==> config.mk <==
export PLATFORM = sky130hd
export DESIGN_NAME = spi_master_sclk_gen
export DESIGN_NICKNAME = d
export VERILOG_FILES = /design/src/rtl/spi_master_pkg.sv /design/src/rtl/spi_master_div_cnt.sv /design/src/rtl/spi_master_sclk_gen.sv
export SDC_FILE = /design/constraint.sdc
export NUM_CORES = 1
export LEC_CHECK = 0
export ABC_AREA = 1
export BUFFER_PORTS_ARGS = -buffer_cell sky130_fd_sc_hd__buf_2
export CAP_MARGIN = 20
export CELL_PAD_IN_SITES_DETAIL_PLACEMENT = 0
export CELL_PAD_IN_SITES_GLOBAL_PLACEMENT = 1
export CORE_ASPECT_RATIO = 1.1
export CORE_MARGIN = 3
export CORE_UTILIZATION = 36
export CTS_CLUSTER_SIZE = 24
export DETAILED_ROUTE_END_ITERATION = 6
export PLACE_DENSITY_LB_ADDON = 0.2
export REMOVE_ABC_BUFFERS = 1
export SYNTH_ARGS = -nofsm -noshare
export SYNTH_HDL_FRONTEND = slang
export SYNTH_HIERARCHICAL = 1
export SYNTH_SLANG_ARGS = --single-unit
==> constraint.sdc <==
create_clock -name clk -period 3 [get_ports clk]
set_input_delay 0.45 -clock clk [delete_from_list [all_inputs] [get_ports clk]]
set_output_delay 0.45 -clock clk [all_outputs]
set_load 0.005 [all_outputs]
==> src/rtl/spi_master_pkg.sv <==
// ---------------------------------------------------------------------------
// spi_master_pkg
// Shared types and constants for the SPI master clock path.
//   spi_state_t        : SCLK generator FSM states (IDLE, RUN)
//   SPI_MODE0..3       : SPI modes encoded as {cpol, cpha}
//   DEFAULT_DIV_W/CNT_W: default divider and bit-counter widths
// ---------------------------------------------------------------------------
package spi_master_pkg;

  localparam int DEFAULT_DIV_W = 8;
  localparam int DEFAULT_CNT_W = 6;

  typedef enum logic {
    IDLE = 1'b0,
    RUN  = 1'b1
  } spi_state_t;

  localparam logic [1:0] SPI_MODE0 = 2'b00;
  localparam logic [1:0] SPI_MODE1 = 2'b01;
  localparam logic [1:0] SPI_MODE2 = 2'b10;
  localparam logic [1:0] SPI_MODE3 = 2'b11;

endpackage

==> src/rtl/spi_master_div_cnt.sv <==
// ---------------------------------------------------------------------------
// spi_master_div_cnt
// Half-period divider for SCLK. Holds the active divider value and a free
// counter that wraps on an exact compare, so the full DIV_W range is usable.
//   clk, rstn : clock, asynchronous active-low reset
//   load      : copy load_val into the active divider
//   load_val  : divider value to load (half-period minus one)
//   clr       : clear the counter to zero
//   en        : count this cycle
//   tick      : counter equals the active divider while enabled
// ---------------------------------------------------------------------------
module spi_master_div_cnt
  import spi_master_pkg::*;
#(
  parameter int DIV_W = DEFAULT_DIV_W
) (
  input  logic             clk,
  input  logic             rstn,
  input  logic             load,
  input  logic [DIV_W-1:0] load_val,
  input  logic             clr,
  input  logic             en,
  output logic             tick
);

  localparam logic [DIV_W-1:0] DIV_ONE = 1;

  logic [DIV_W-1:0] div_act;
  logic [DIV_W-1:0] cnt;

  assign tick = en && (cnt == div_act);

  always_ff @(posedge clk or negedge rstn) begin
    if (!rstn) begin
      div_act <= '0;
    end else if (load) begin
      div_act <= load_val;
    end
  end

  always_ff @(posedge clk or negedge rstn) begin
    if (!rstn) begin
      cnt <= '0;
    end else if (clr) begin
      cnt <= '0;
    end else if (en) begin
      cnt <= tick ? '0 : cnt + DIV_ONE;
    end
  end

endmodule

==> src/rtl/spi_master_sclk_gen.sv <==
// ---------------------------------------------------------------------------
// spi_master_sclk_gen
// SPI serial-clock generator: produces SCLK for CPOL/CPHA modes, per-edge
// lead/trail strobes, sample/shift strobes, a bit count and a done pulse.
//   clk, rstn          : clock, asynchronous active-low reset
//   clk_div/_valid     : divider shadow write (half-period minus one)
//   cfg_cpol, cfg_cpha : mode, latched on an accepted start
//   num_bits           : burst length, latched on an accepted start
//   start, stop        : begin / abort a burst
//   spi_clk            : registered serial clock
//   spi_lead/spi_trail : SCLK leaves / returns to idle level at next edge
//   sample, shift      : capture MISO / advance MOSI this cycle
//   busy, done         : burst in progress / one-cycle completion pulse
//   bit_cnt            : sample strobes issued in current or last burst
// ---------------------------------------------------------------------------
module spi_master_sclk_gen
  import spi_master_pkg::*;
#(
  parameter int DIV_W = DEFAULT_DIV_W,
  parameter int CNT_W = DEFAULT_CNT_W
) (
  input  logic             clk,
  input  logic             rstn,
  input  logic [DIV_W-1:0] clk_div,
  input  logic             clk_div_valid,
  input  logic             cfg_cpol,
  input  logic             cfg_cpha,
  input  logic [CNT_W-1:0] num_bits,
  input  logic             start,
  input  logic             stop,
  output logic             spi_clk,
  output logic             spi_lead,
  output logic             spi_trail,
  output logic             sample,
  output logic             shift,
  output logic             busy,
  output logic             done,
  output logic [CNT_W-1:0] bit_cnt
);

  localparam logic [CNT_W:0]   EDGE_ONE = 1;
  localparam logic [CNT_W-1:0] BIT_ONE  = 1;

  spi_state_t       state, state_nxt;
  logic [DIV_W-1:0] div_shadow;
  logic [DIV_W-1:0] div_load_val;
  logic             cpol_q, cpha_q;
  logic [CNT_W-1:0] nbits_q;
  logic [CNT_W:0]   edge_cnt;
  logic [CNT_W:0]   edge_last;
  logic             accept;
  logic             run;
  logic             tick;
  logic             div_en;
  logic             div_clr;
  logic             last_trail;

  assign run    = (state == RUN);
  assign accept = (state == IDLE) && start && !stop && (num_bits != '0);
  assign busy   = run;

  // A same-cycle divider write bypasses the shadow so it takes effect now.
  assign div_load_val = clk_div_valid ? clk_div : div_shadow;

  // Edge numbers are zero-based here: final trailing edge is 2*num_bits-1.
  assign edge_last = {nbits_q, 1'b0} - EDGE_ONE;

  // stop suppresses the tick so no strobe can fire in an abort cycle.
  assign div_en  = run && !stop;
  assign div_clr = accept || (run && (stop || last_trail));

  spi_master_div_cnt #(
    .DIV_W (DIV_W)
  ) u_div_cnt (
    .clk      (clk),
    .rstn     (rstn),
    .load     (accept),
    .load_val (div_load_val),
    .clr      (div_clr),
    .en       (div_en),
    .tick     (tick)
  );

  always_ff @(posedge clk or negedge rstn) begin
    if (!rstn) begin
      state <= IDLE;
    end else begin
      state <= state_nxt;
    end
  end

  always_comb begin
    state_nxt = state;
    case (state)
      IDLE:    if (accept) state_nxt = RUN;
      RUN:     if (stop || last_trail) state_nxt = IDLE;
      default: state_nxt = IDLE;
    endcase
  end

  always_comb begin
    spi_lead   = 1'b0;
    spi_trail  = 1'b0;
    sample     = 1'b0;
    shift      = 1'b0;
    last_trail = 1'b0;
    if (tick) begin
      if (spi_clk == cpol_q) spi_lead  = 1'b1;
      else                   spi_trail = 1'b1;
    end
    last_trail = spi_trail && (edge_cnt == edge_last);
    if (cpha_q) begin
      shift  = spi_lead;
      sample = spi_trail;
    end else begin
      sample = spi_lead;
      // No further data follows the last trailing edge in mode 0/2.
      shift  = spi_trail && !last_trail;
    end
  end

  always_ff @(posedge clk or negedge rstn) begin
    if (!rstn) begin
      div_shadow <= '0;
    end else if (clk_div_valid) begin
      div_shadow <= clk_div;
    end
  end

  always_ff @(posedge clk or negedge rstn) begin
    if (!rstn) begin
      cpol_q  <= 1'b0;
      cpha_q  <= 1'b0;
      nbits_q <= '0;
    end else if (accept) begin
      cpol_q  <= cfg_cpol;
      cpha_q  <= cfg_cpha;
      nbits_q <= num_bits;
    end
  end

  always_ff @(posedge clk or negedge rstn) begin
    if (!rstn) begin
      spi_clk <= 1'b0;
    end else if (accept) begin
      spi_clk <= cfg_cpol;
    end else if (!run || stop || last_trail) begin
      spi_clk <= cpol_q;
    end else if (tick) begin
      spi_clk <= ~spi_clk;
    end
  end

  always_ff @(posedge clk or negedge rstn) begin
    if (!rstn) begin
      edge_cnt <= '0;
    end else if (div_clr) begin
      edge_cnt <= '0;
    end else if (tick) begin
      edge_cnt <= edge_cnt + EDGE_ONE;
    end
  end

  always_ff @(posedge clk or negedge rstn) begin
    if (!rstn) begin
      bit_cnt <= '0;
    end else if (accept) begin
      bit_cnt <= '0;
    end else if (sample) begin
      bit_cnt <= bit_cnt + BIT_ONE;
    end
  end

  always_ff @(posedge clk or negedge rstn) begin
    if (!rstn) begin
      done <= 1'b0;
    end else begin
      done <= last_trail;
    end
  end

endmodule

[Yosys cells after proc, flatten, opt, wreduce, memory -nomap -nowiden]
Index checks and enable logic that the tools add are counted.
Word-level totals
  input bits: 21
  logic and storage cells: 60
  output and inout port bits: 13
  register bits: 48
Operators by class
  $add $sub $neg: 4
  muxes and demuxes: 20
  reduce and logical (&&, ||, !) cells: 20
  eq/ne operators: 3
  bitwise gates (word level): 2
Operator list (count)
  8-bit two-way mux: 4
  7-bit two-way mux: 2
  6-bit two-way mux: 2
  1-bit two-way mux: 11
  8-bit by 1-bit adder with 8-bit output, second input constant: 1
  8-bit == test: 1
  1-bit logical AND: 8
  7-bit by 1-bit adder with 7-bit output, second input constant: 1
  7-bit == test: 1
  7-bit by 1-bit subtractor with 7-bit output, second input constant: 1
  6-bit by 1-bit adder with 6-bit output, second input constant: 1
  2-bit nonzero test: 3
  6-bit nonzero test: 1
  1-bit logical OR: 4
  1-bit zero test: 3
  3-bit nonzero test: 1
  1-bit inverter: 2
  1-bit case mux with 2 select lines: 1
  1-bit == test: 1

[Depth between registers and ports, before layout]
  depth after elaboration: 9
  mapped depth: 23
  gate-level depth less buffers: 22

[Hierarchy]
Netlist, hierarchy kept.
By module, submodules not included
  spi_master_sclk_gen: cells each 203, times used 1, area an instance 1707.9 um^2, sequential area each 800.8 um^2
  spi_master_div_cnt: cells each 114, times used 1, area an instance 880.8 um^2, sequential area each 400.4 um^2

[Worst setup path before layout]
Ideal clock, no wire load.
  path kind: input port to flip-flop
  start: input stop
  end: register u_div_cnt.cnt[7]
  library setup time: 113 ps
  stages on the path: 21
  buffers on the path: 1
  arrival time: 2655 ps
  required time: 2887 ps
  setup slack: 232 ps
  cell sequence: nor2_1 > inv_1 > a21oi_1 > nand2_1 > nor2_2 > nand3_2 > inv_1 > buf_4 > inv_2 > nor2_4 > nand4_4 > nand2_1 > nand2_2 > nand2_4 > nor2_4 > nor2_4 > nand2_2 > o21ai_0 > nand2_1 > inv_1 > nor2_2
Between the ends
  word-level cells in the longest chain between the ends: 9
  elaborated cells between the ends (all ways): 14
  those cells by class: 4 x mux; 10 x reduce/logical
Ends and longest elaborated chain
  start: declaration: line spi_master_sclk_gen.sv:30  | input logic stop,
  1-bit zero test (*): line spi_master_sclk_gen.sv:69  | assign div_en = run && !stop;
  1-bit logical AND (*): line spi_master_sclk_gen.sv:69
  1-bit logical AND (*): line spi_master_div_cnt.sv:31  | assign tick = en && (cnt == div_act);
  via tick: line spi_master_sclk_gen.sv:53  | logic tick;
  1-bit two-way mux (*): line spi_master_sclk_gen.sv:107  | if (tick) begin
  via spi_trail: line spi_master_sclk_gen.sv:33  | output logic spi_trail,
  1-bit logical AND (*): line spi_master_sclk_gen.sv:111  | last_trail = spi_trail && (edge_cnt == edge_last);
  1-bit logical OR (*): line spi_master_sclk_gen.sv:70  | assign div_clr = accept || (run && (stop || last_trail));
  1-bit logical AND (*): line spi_master_sclk_gen.sv:70
  1-bit logical OR (*): line spi_master_sclk_gen.sv:70
  via div_clr: line spi_master_sclk_gen.sv:55  | logic div_clr;
  8-bit two-way mux / 2-bit nonzero test (equally long branches)
  end signal: assignment: line spi_master_div_cnt.sv:47  | cnt <= tick ? '0 : cnt + DIV_ONE;
  end: declaration: line spi_master_div_cnt.sv:29  | logic [DIV_W-1:0] cnt;
Mark *: on every way through the listed nets, which the timed path passes. The rest lies on a longest branch. The select of a mux whose other input is x is not followed.
A chain may end at the register's enable or synchronous reset.

[Final worst setup path]
  start: register state, in the netlist busy
  end: output sample
Between the ends
  word-level cells in the longest chain between the ends: 4
  elaborated cells between the ends (all ways): 5
  those cells by class: 3 x mux; 2 x reduce/logical
Ends and longest elaborated chain
  start: declaration: line spi_master_sclk_gen.sv:44  | spi_state_t state, state_nxt;
  start signal: assignment: line spi_master_sclk_gen.sv:88  | state <= state_nxt;
  1-bit logical AND (*): line spi_master_sclk_gen.sv:69
  via div_en: line spi_master_sclk_gen.sv:54  | logic div_en;
  1-bit logical AND (*): line spi_master_div_cnt.sv:31
  via tick: line spi_master_sclk_gen.sv:53
  1-bit two-way mux: line spi_master_sclk_gen.sv:107
  1-bit two-way mux (*): line spi_master_sclk_gen.sv:112  | if (cpha_q) begin
  end: declaration: line spi_master_sclk_gen.sv:34  | output logic sample,
Mark *: on every way through the listed nets, which the timed path passes. The rest lies on a longest branch.

==> summary.txt <==
Timing
  • Accumulated negative setup slack: 0 ns
  • Tightest Pin Transition: approximately 0.57 ns
  • Final Worst Setup Slack: 0.368 ns
  • Time the final worst path needs with I/O delays and setup: 2.63 ns
  • Slew HR: around 62%
  • Pins over their slew limit: 0
  • Number of hold violations in the final report: 0
  • Maximum clock frequency: about 0.38 GHz
  • Worst hold-check slack: between 0.1 and 0.15 ns
  • RSZ-0062 raised after global routing: false
  • Maximum clock skew at final layout: a little over 0.009 ns
  • Finish-stage setup viols: 0
  • Post-route clock period utilization: 87.7%

Power and ir drop
  • Switching portion of total power: about a third
  • Combinational Power Share: 23.6%
  • Design Power: 1700 uW
  • Fraction of power consumed by the clock network: 29.1%
  • Cell internal power dissipation: 1160 uW
  • Maximum vdd drop: 0.285 mV
  • Power per cell area: 569 mW/mm^2
  • P_leak: approximately 0.0015 uW
  • Proportion of power drawn by flip-flops and latches: 47.4%
  • Net load switching power: 538 uW

Global routing
  • Met3 GRT Util: roughly 2.8%
  • Vias in the first global route: 1986
  • Maximum number of pins on one net before global-route repair: 26
  • Met1 Use GR: roughly a fifth
  • Global-route wire length before repair: between 9000 and 10000 um
  • Routing usage on met2: 23.1%
  • Most Crowded Layer GR: met2
  • Remaining Overflow, GRT: 0
  • Antenna violations before repair: 0
  • Total global-route track usage: between 10% and 20%

Clocking
  • H-Tree Level Count: 2
  • Largest buffer count on any clock path: 2
  • Source-to-sink clock delay at the later pin of the worst-skew pair: roughly 0.30 ns
  • CTS Hold Buffers Added: 0
  • Total number of clock tree sinks: 48
  • Clock transition time at the flip-flop clock pins of the worst setup and hold paths: ~0.090 ns
  • Setup fix buffers added after clock tree synthesis: 0
  • Number of buffers created by CTS: 5
  • CTS tree: done
  • Post_cts resized: 0
  • CTS Root Buffer Type: sky130_fd_sc_hd__clkbuf_8

Synthesis
  • Syn Std Cell Area: about 0.0026 mm^2
  • Mean cell area of the mapped netlist: 8.17 um^2
  • Cell types occupying the most area after synthesis: sky130_fd_sc_hd__dfrtp_1, sky130_fd_sc_hd__nand2_1, sky130_fd_sc_hd__inv_1
  • Fraction of post-synthesis cell area in the top cell type by area: between 40 and 50%
  • Post-synth top area cell: sky130_fd_sc_hd__dfrtp_1
  • Part of the Yosys area used for sequential elements: between 40% and 50%
  • Register bit total from synthesis: 48
  • YS warnings: 6
  • Unique cell type count in the Yosys netlist: 28
  • Synth Instances: approximately 320

Floorplan
  • Chip height: ~95 um
  • Area inside the core boundary: 0.00679 mm^2
  • Initial core utilization: 38.1%
  • Placement row count: 31
  • I/O pin count: 34
  • DIE AREA: about 0.0082 mm^2
  • Die W: 86.9 um

Layout
  • Highest-count cells in the layout ignoring fill and taps: sky130_fd_sc_hd__nand2_1, sky130_fd_sc_hd__dfrtp_1, sky130_fd_sc_hd__inv_1
  • Layout area overhead: 15.4%
  • Commonest non-fill, non-tap cell in the layout: sky130_fd_sc_hd__nand2_1
  • Ratio of cells with drive above 1 in the final layout: between 20% and 30%
  • Area of all placed cells without fillers: ~0.0030 mm^2
  • Antenna Cells: 0
  • Final-layout fill cell count: 724
  • Net count, final: 382

Route
  • Violation count after the first detailed-route iteration: between 70 and 80
  • Final wirelength: between 5000 and 6000 um
  • Detailed-route via count: between 2000 and 2500
  • Final routed wire length divided by cell count: between 10 and 15 um
  • Number of search-and-repair iterations in the first detailed-routing pass: 4
  • Via count normalized by instance count: ~4.6
  • DR DRC count: 0
  • Antenna Nets Post-Route: 0

Worst setup path
  • Data arrival, critical path: between 2 and 2.5 ns
  • Critical Path Sink Type: output port
  • Required time of the critical path: about 2.6 ns
  • Kind of critical path: register to output port
  • Crit path from: busy$_DFF_PN0_
  • Crit start category: register
  • Crit Path Max Fanout: 5
  • Reg-to-Reg Start: busy$_DFF_PN0_

Place
  • Dpl hpwl: slightly above 4000 um
  • Worst setup slack after placement: roughly 0.23 ns
  • Placed cell areas: between 0.002 and 0.003 mm^2
  • Number of buffers inserted by port buffering: 33
  • Routability congestion estimate from global placement: between 0.7 and 0.8

Status
  • Status: finished clean

Flow run
  • # Max-Cap Violations: 0

Hold path
  • Class of the worst hold path: input pin to async pin
-- critical path, stage by stage (launching register included) --
cell	delay, ns
sky130_fd_sc_hd__dfrtp_1	0.39
sky130_fd_sc_hd__inv_1	0.07
sky130_fd_sc_hd__nor2_1	0.15
sky130_fd_sc_hd__inv_1	0.09
sky130_fd_sc_hd__a21oi_1	0.12
sky130_fd_sc_hd__nand2_1	0.08
sky130_fd_sc_hd__nor2_2	0.10
sky130_fd_sc_hd__nand3_2	0.14
sky130_fd_sc_hd__inv_1	0.12
sky130_fd_sc_hd__buf_4	0.15
sky130_fd_sc_hd__nand2_1	0.09
sky130_fd_sc_hd__nand2_1	0.08
sky130_fd_sc_hd__o21ai_2	0.09
sky130_fd_sc_hd__inv_2	0.11
sky130_fd_sc_hd__buf_2	0.12
-- power groups by stage --
stage,sequential [uW],clock [uW],combinational (uW)
floorplan,807,0,281
global placement,819,0,404
detailed placement,819,0,404
CTS,806,513,407
global route,820,546,469
finish,805,495,401
-- synth_stat cells --
cell type                  number
sky130_fd_sc_hd__o31ai_1        1
sky130_fd_sc_hd__mux2i_1        1
sky130_fd_sc_hd__nor2_4         5
sky130_fd_sc_hd__inv_1         44
sky130_fd_sc_hd__nand2_4        2
sky130_fd_sc_hd__buf_4          1
sky130_fd_sc_hd__ha_1           4
sky130_fd_sc_hd__inv_2          2
sky130_fd_sc_hd__nand3_2        2
sky130_fd_sc_hd__o21ai_0       19
sky130_fd_sc_hd__and3_1         1
sky130_fd_sc_hd__xor2_1        13
sky130_fd_sc_hd__o21ai_1        2
sky130_fd_sc_hd__dfrtp_1       48
sky130_fd_sc_hd__o21ai_2        1
sky130_fd_sc_hd__xnor2_1        3
sky130_fd_sc_hd__buf_2          1
sky130_fd_sc_hd__mux2_2         9
sky130_fd_sc_hd__nand2_1       88
sky130_fd_sc_hd__clkbuf_1       2
sky130_fd_sc_hd__nor3_1         4
sky130_fd_sc_hd__nor2_1        29
sky130_fd_sc_hd__nand2_2        5
sky130_fd_sc_hd__nor2_2         4
sky130_fd_sc_hd__nand4_1        4
sky130_fd_sc_hd__nand3_1       16
sky130_fd_sc_hd__a21oi_1        5
sky130_fd_sc_hd__nand4_4        1
-- state kept, by name (all words and copies together) (netlist names) --
signal	count
busy	1
cpha_q	1
bit_cnt	6
u_div_cnt/cnt	8
nbits_q	6
edge_cnt	7
spi_clk	1
done	1
cpol_q	1
div_shadow	8
u_div_cnt/div_act	8
-- cells by family (layout without fill, tap and decap cells) --
kind of cell,after synthesis,in the layout,share of synthesized area [%]
buf+inv,50,91,7.44
xor+xnor,16,16,5.41
fa+ha+maj,4,4,1.93
mux,10,10,4.30
flops,48,48,46.4
simple gates,161,161,28.9
compound gates,28,28,5.65
-- stage by stage --
stage,std cells,utilization [%]
2_1_floorplan,313,-
3_3_place_gp,432,42.2
3_5_place_dp,432,42.2
4_1_cts,440,44.0
5_1_grt,440,44.0
6_report,440,44.0
-- final timing paths --
path | slack (ns) | to | cells past startpoint
min in group clk | 0.36 | cpha_q$_DFFE_PN0P_ | 3
max in group asynchronous | 2.12 | u_div_cnt/div_act[1]$_DFFE_PN0P_ | 2
worst max register to register | 0.40 | u_div_cnt/cnt[7]$_DFFE_PN0P_ | 21
worst min-delay path | 0.13 | nbits_q[2]$_DFFE_PN0P_ | 1
worst min register to register | 0.51 | div_shadow[1]$_DFF_PN0_ | 1
worst max-delay path | 0.37 | sample | 14
-- routing by layer --
metal	wire [um]	vias up
met5	0	-
met4	61	0
met3	247	6
met2	2450	39
met1	2560	928
li1	-	1070
-- final cells by class --
type	count	area, um^2	share of cell area, %
sequential	48	1200	40.2
multi-input combinational	219	1190	40.0
timing repair buffer	37	195	6.53
inverter	46	173	5.78
tap	82	103	3.43
clock buffer	6	82.6	2.76
clock inverter	2	38.8	1.30
Note: power is estimated with default switching activity, not from simulation.
